<file path="config.mk">
export PLATFORM = sky130hd
export DESIGN_NAME = dmem_arbiter
export DESIGN_NICKNAME = d
export VERILOG_FILES = /design/src/rtl/riscv_pkg.sv /design/src/rtl/arb_sat_counter.sv /design/src/rtl/dmem_arbiter.sv
export SDC_FILE = /design/constraint.sdc
export NUM_CORES = 1
export LEC_CHECK = 0
export BUFFER_PORTS_ARGS = -buffer_cell sky130_fd_sc_hd__buf_4
export CORE_AREA = 10 10 106 108
export DETAILED_ROUTE_END_ITERATION = 16
export DIE_AREA = 0 0 116 118
export MAX_ROUTING_LAYER = met4
export SKIP_LAST_GASP = 1
export SYNTH_ARGS = -nofsm -noshare
export SYNTH_HDL_FRONTEND = slang
export SYNTH_SLANG_ARGS = --single-unit
</file>
<file path="constraint.sdc">
create_clock -name clk -period 1.5 [get_ports clk]
set_input_delay 0.075 -clock clk [delete_from_list [all_inputs] [get_ports clk]]
set_output_delay 0.075 -clock clk [all_outputs]
set_load 0.05 [all_outputs]
</file>
<file path="src/rtl/riscv_pkg.sv">
// Shared types for the data-memory arbiter: ownership state and a memory request bundle.
// Combinational types only; no latency or flow-control implications.
package riscv_pkg;

    localparam int XLEN = 32;

    typedef enum logic {
        CPU_OWN = 1'b0,
        DMA_OWN = 1'b1
    } arb_state_e;

    typedef struct packed {
        logic            we;
        logic [XLEN-1:0] addr;
        logic [XLEN-1:0] wdata;
    } mem_req_t;

endpackage

</file>
<file path="src/rtl/arb_sat_counter.sv">
// Saturating up-counter with clear and terminal flag; count updates one cycle after i_inc/i_clr.
// No backpressure: i_inc at the limit holds the count; clear-with-increment restarts at 1.
module arb_sat_counter #(
    parameter int LIMIT = 4
) (
    input  logic clk,
    input  logic rst,
    input  logic i_clr,
    input  logic i_inc,
    output logic o_term
);

    localparam int W = $clog2(LIMIT + 1);

    logic [W-1:0] r_cnt;
    logic [W-1:0] w_cnt_nxt;

    assign o_term = (r_cnt == W'(LIMIT));

    // Clear wins over the stored value, so clr+inc starts a fresh run at one.
    always_comb begin
        w_cnt_nxt = r_cnt;
        if (i_clr) begin
            w_cnt_nxt = i_inc ? W'(1) : '0;
        end else if (i_inc && !o_term) begin
            w_cnt_nxt = r_cnt + W'(1);
        end
    end

    always_ff @(posedge clk or negedge rst) begin
        if (!rst) begin
            r_cnt <= '0;
        end else begin
            r_cnt <= w_cnt_nxt;
        end
    end

endmodule

</file>
<file path="src/rtl/dmem_arbiter.sv">
// Arbitrates single-port data memory between CPU M-stage and DMA; grants are same-cycle (zero latency).
// CPU is held via cpu_stall, DMA via dma_gnt=0; DMA force-granted after STARVE_LIMIT, yields after BURST_MAX.
module dmem_arbiter
    import riscv_pkg::*;
#(
    parameter int XLEN         = riscv_pkg::XLEN,
    parameter int BURST_MAX    = 8,
    parameter int STARVE_LIMIT = 4
) (
    input  logic            clk,
    input  logic            rst,
    input  logic            cpu_req,
    input  logic            cpu_we,
    input  logic [XLEN-1:0] cpu_addr,
    input  logic [XLEN-1:0] cpu_wdata,
    output logic [XLEN-1:0] cpu_rdata,
    output logic            cpu_stall,
    input  logic            dma_req,
    input  logic            dma_we,
    input  logic [XLEN-1:0] dma_addr,
    input  logic [XLEN-1:0] dma_wdata,
    output logic [XLEN-1:0] dma_rdata,
    output logic            dma_gnt,
    output logic            mem_we,
    output logic [XLEN-1:0] mem_addr,
    output logic [XLEN-1:0] mem_wdata,
    input  logic [XLEN-1:0] mem_rdata
);

    arb_state_e r_state;
    arb_state_e w_state_nxt;

    logic     w_cpu_gnt;
    logic     w_dma_gnt;
    logic     w_wait_clr;
    logic     w_wait_inc;
    logic     w_wait_term;
    logic     w_beat_clr;
    logic     w_beat_inc;
    logic     w_beat_term;
    mem_req_t w_cpu_mreq;
    mem_req_t w_dma_mreq;
    mem_req_t w_mem_mreq;

    arb_sat_counter #(.LIMIT(STARVE_LIMIT)) u_wait_cnt (
        .clk    (clk),
        .rst    (rst),
        .i_clr  (w_wait_clr),
        .i_inc  (w_wait_inc),
        .o_term (w_wait_term)
    );

    arb_sat_counter #(.LIMIT(BURST_MAX)) u_beat_cnt (
        .clk    (clk),
        .rst    (rst),
        .i_clr  (w_beat_clr),
        .i_inc  (w_beat_inc),
        .o_term (w_beat_term)
    );

    always_ff @(posedge clk or negedge rst) begin
        if (!rst) begin
            r_state <= CPU_OWN;
        end else begin
            r_state <= w_state_nxt;
        end
    end

    always_comb begin
        w_state_nxt = r_state;
        w_cpu_gnt   = 1'b0;
        w_dma_gnt   = 1'b0;
        w_wait_clr  = 1'b0;
        w_wait_inc  = 1'b0;
        w_beat_clr  = 1'b0;
        w_beat_inc  = 1'b0;
        case (r_state)
            CPU_OWN: begin
                w_beat_clr = 1'b1;
                if (dma_req && (!cpu_req || w_wait_term)) begin
                    w_dma_gnt   = 1'b1;
                    w_beat_inc  = 1'b1;
                    w_wait_clr  = 1'b1;
                    w_state_nxt = DMA_OWN;
                end else if (cpu_req && dma_req) begin
                    w_cpu_gnt  = 1'b1;
                    w_wait_inc = 1'b1;
                end else begin
                    // Idle or uncontended CPU access breaks any contention run.
                    w_cpu_gnt  = cpu_req;
                    w_wait_clr = 1'b1;
                end
            end
            DMA_OWN: begin
                w_wait_clr = 1'b1;
                if (dma_req && !w_beat_term) begin
                    w_dma_gnt  = 1'b1;
                    w_beat_inc = 1'b1;
                end else begin
                    // Release or forced yield: CPU takes this very cycle.
                    w_cpu_gnt   = cpu_req;
                    w_beat_clr  = 1'b1;
                    w_state_nxt = CPU_OWN;
                end
            end
            default: w_state_nxt = CPU_OWN;
        endcase
        // Grants are gated by reset so an aborted burst cannot leave a partial write.
        if (!rst) begin
            w_cpu_gnt = 1'b0;
            w_dma_gnt = 1'b0;
        end
    end

    assign w_cpu_mreq = {cpu_we, cpu_addr, cpu_wdata};
    assign w_dma_mreq = {dma_we, dma_addr, dma_wdata};
    assign w_mem_mreq = w_dma_gnt ? w_dma_mreq : w_cpu_mreq;

    assign mem_we    = w_mem_mreq.we & (w_cpu_gnt | w_dma_gnt);
    assign mem_addr  = w_mem_mreq.addr;
    assign mem_wdata = w_mem_mreq.wdata;

    assign dma_gnt   = w_dma_gnt;
    assign cpu_stall = rst & cpu_req & ~w_cpu_gnt;
    assign cpu_rdata = mem_rdata;
    assign dma_rdata = mem_rdata;

endmodule

</file>
==> metrics <==
largest net degree at the start of global routing=13; count of final max-slew check failures=0; Post-Synthesis Mean Instance Area=10.8 um^2; final instance area=~3800 um^2; class of the worst hold path=input pin to primary output; count of placed standard cells in the final layout, fillers left out=~460; Stages on worst setup path=8; clk_lat worst skew=between 0.2 and 0.25 ns; synthesized-area fraction occupied by adder cells=0.0261; Core Area=approximately 9100 um^2; WHS Endpoint=dma_rdata[15]; cell type group with the largest total delay on the critical path=buffers and inverters; antenna violations before repair=0; total congestion overflow=0; most common cell after layout, fill and taps aside=sky130_fd_sc_hd__buf_4; dominant combinational cell family by area after synthesis=multiplexers; tightest slew margin relative to the limit=0.803; worst reg-to-reg setup slack=roughly 0.13 ns; critical-path cell list=inv_2 -> ha_4 -> a21boi_4 -> o32ai_4 -> buf_6 -> clkbuf_16 -> mux2_4 -> buf_6; RR Endpoint=u_beat_cnt.r_cnt[0]$_DFFE_PN0P_; final hold violations=0; global-route usage over all layers=0.113; TritonCTS clock tree=done; area of all sequential standard cells=between 200 and 250 um^2; library cell occupying the most area in the post-synthesis netlist=sky130_fd_sc_hd__mux2_4; instance area at placement=around 3300 um^2; initial drt markers=67; number of buffers on the longest clock path=2; fraction of synthesized area in multiplexers=0.464; largest fanout of any net on the critical path=8; VDD IR max=around 0.00032 V; fill cell instance count of the final layout=between 800 and 900; Least-Margin Pin Slew=between 0.2 and 0.3 ns; length in cells of the worst reg-to-reg path=6; number of remaining DRC errors=0; max incr delay on CP=0.38 ns; clock transition at the registers of the reported paths=0.04 ns; number of placed I/O pins=just under 300; average vias per placed instance=~4.1; Yosys warning total=0; die outline area=~14000 um^2; Placed Cells incl. Taps=between 400 and 500; worst setup skew after layout=approximately 0.0015 ns; Final Worst Setup Slack=-0.609 ns; CTS Root Buffer Type=sky130_fd_sc_hd__clkbuf_8; combined buffer and inverter count along the critical path=4; fraction of the mapped netlist area in simple logic gates=0.0482; die span in y=~120 um; commonest cells after routing, fill and taps aside=149 x sky130_fd_sc_hd__buf_4, 71 x sky130_fd_sc_hd__buf_6, 61 x sky130_fd_sc_hd__mux2_4; number of nets with antenna violations after routing=0; area added between synthesis and finish=98.5%; worst endpoint data arrival time=2.03 ns; Area contributors post-synth=sky130_fd_sc_hd__mux2_4 31%, sky130_fd_sc_hd__buf_4 26%, sky130_fd_sc_hd__mux2_2 14%; category of the worst setup path capture point=primary output; kind of critical path=register to primary output; via count of the first global-routing pass=slightly below 2000; GP Congestion=around 0.85; number of port buffers=200; count of H-tree levels built during CTS=1; max-cap violation count=0; half-perimeter wire length after placement=approximately 8000 um; routed vias=approximately 1900; count of distinct cell types in the synthesized netlist=23; number of sinks driven by the clock tree=8; hold path startpoint=mem_rdata[15]; antenna cell count=0; cell repeated most along the worst path=sky130_fd_sc_hd__buf_6; parity-gate share of the synthesized area counting xor and xnor cells=0.00913; Fmax achieved=approximately 470 MHz; mapped cell area=1920 um^2; Net Count, Synth=roughly 350; Inserted Clock Buffers=3; critical path's slowest cell=sky130_fd_sc_hd__dfrtp_1; wire length of the first global-routing pass=around 12000 um; power density over the cells=between 600 and 700 nW/um^2; violated checks=negative setup slack; cell leakage power=between 0.0015 and 0.002 uW; Starting Density=0.211; Hold Path Stages=0; RSZ-0062 raised after global routing=true; minimum hold slack=about 0.15 ns; portion of synthesized cell area occupied by the leading cell type=0.313; share of the synthesized area in compound gates (AO/OA/AOI/OAI)=0.0306; kind of start point of the critical path=register; WL final=9130 um; worst reg2reg path startpoint=u_beat_cnt.r_cnt[0]$_DFFE_PN0P_; NumNets Final=about 520; Req. time, crit path=approximately 1.4 ns; post-synthesis instance total=about 180; Seq cells post-synth=8; final worst-path cycle share=1.41; minimum period implied by the final worst setup slack=roughly 2.1 ns; standard-cell row count=35; total area of multi-input combinational cells=between 1000 and 1500 um^2; proportion of layout cells with a drive suffix above 1=0.907; portion of the post-synthesis area used by sequential elements=0.104; Setup-failing EPs final=67; number of search-and-repair iterations in the first detailed-routing pass=4; die boundary width=about 120 um; wire length per cell after detailed routing=20.0 um; outcome=finished with violations
==> logic make-up (layout without fill, tap and decap cells) <==
| family | Yosys count | in the layout |
|---|---|---|
| flops | 8 | 8 |
| xor+xnor | 2 | 2 |
| fa+ha+maj | 4 | 4 |
| mux | 66 | 66 |
| simple gates | 17 | 17 |
| buf+inv | 77 | 244 |
| compound gates | 4 | 4 |
==> where the power goes <==
| part | switching [uW] | internal (uW) | leakage [uW] |
|---|---|---|---|
| Sequential | 6.05 | 227 | 0.000108 |
| Combinational | 940 | 933 | 0.00185 |
| Clock | 84.1 | 174 | 0.0000216 |
| Total | 1030 | 1330 | 0.00198 |
==> flip-flops by register name, summed over array words and instances (netlist names) <==
name and cells:
u_beat_cnt.r_cnt 4, u_wait_cnt.r_cnt 3, r_state 1
==> metrics by stage <==
stage	TNS [ns]	setup slack, ns	util	power, uW
after floorplan	-14.02	-0.245	-	1730
after global placement	-22.59	-0.375	0.362	1880
after detailed placement	-24.86	-0.420	0.362	1890
after CTS	-39.38	-0.647	0.380	2210
after global routing	-40.83	-0.677	0.418	2480
final	-36.05	-0.609	0.418	2360
==> timing repair <==
item | in CTS | in global routing
hold endpoints to repair | 8 | 0
hold buffers | 1 | 0
setup endpoints to repair | 67 | 68
resized for setup | 26 | 73
pin swaps | 0 | 3
buffers inserted | 2 | 3
cloned | 0 | 2
==> routing by layer <==
metal | up-vias | global-route usage | routed length [um]
met5 | - | - | 0
met4 | 0 | 0.00939 | 44
met3 | 8 | 0.0673 | 1280
met2 | 169 | 0.194 | 4580
met1 | 828 | 0.112 | 3220
li1 | 876 | - | -
==> worst max-delay path by stage <==
stage,startpoint,endpoint,slack (ns)
after floorplan,u_wait_cnt.r_cnt[0]$_DFFE_PN0P_,mem_addr[0],-0.25
after global placement,u_wait_cnt.r_cnt[0]$_DFFE_PN0P_,mem_wdata[4],-0.38
after detailed placement,u_wait_cnt.r_cnt[0]$_DFFE_PN0P_,mem_addr[23],-0.42
after CTS,u_beat_cnt.r_cnt[1]$_DFFE_PN0P_,mem_wdata[4],-0.65
after global routing,u_wait_cnt.r_cnt[0]$_DFFE_PN0P_,mem_addr[16],-0.68
final,u_wait_cnt.r_cnt[1]$_DFFE_PN0P_,mem_addr[16],-0.61
==> worst reg2reg max path, stage by stage (launching register included) <==
cell                      delay, ns
sky130_fd_sc_hd__dfrtp_1       0.34
sky130_fd_sc_hd__inv_1         0.05
sky130_fd_sc_hd__ha_2          0.17
sky130_fd_sc_hd__and3b_2       0.22
sky130_fd_sc_hd__buf_4         0.15
sky130_fd_sc_hd__or2_4         0.25
sky130_fd_sc_hd__o22ai_2       0.11
==> synthesized netlist by cell type <==
library cell,number
sky130_fd_sc_hd__nand2_1,2
sky130_fd_sc_hd__inv_1,6
sky130_fd_sc_hd__xor2_1,1
sky130_fd_sc_hd__buf_6,1
sky130_fd_sc_hd__a21boi_4,1
sky130_fd_sc_hd__dfrtp_1,8
sky130_fd_sc_hd__mux2_4,40
sky130_fd_sc_hd__nor2_1,3
sky130_fd_sc_hd__o22ai_1,2
sky130_fd_sc_hd__and3_1,3
sky130_fd_sc_hd__mux2i_1,2
sky130_fd_sc_hd__buf_4,66
sky130_fd_sc_hd__and2_1,1
sky130_fd_sc_hd__ha_1,4
sky130_fd_sc_hd__nand3_1,3
sky130_fd_sc_hd__buf_12,4
sky130_fd_sc_hd__mux2_2,24
sky130_fd_sc_hd__nand2b_1,2
sky130_fd_sc_hd__o32ai_4,1
sky130_fd_sc_hd__xnor2_1,1
sky130_fd_sc_hd__or2_2,1
sky130_fd_sc_hd__nor2b_1,1
sky130_fd_sc_hd__and3b_1,1
==> layout make-up <==
cell class	instances	area share
clock buffer	3	0.0108
timing repair buffer	235	0.570
inverter	6	0.00591
tap	111	0.0365
sequential	8	0.0525
multi-input combinational	93	0.324
Note: power is estimated with default switching activity, not from simulation.
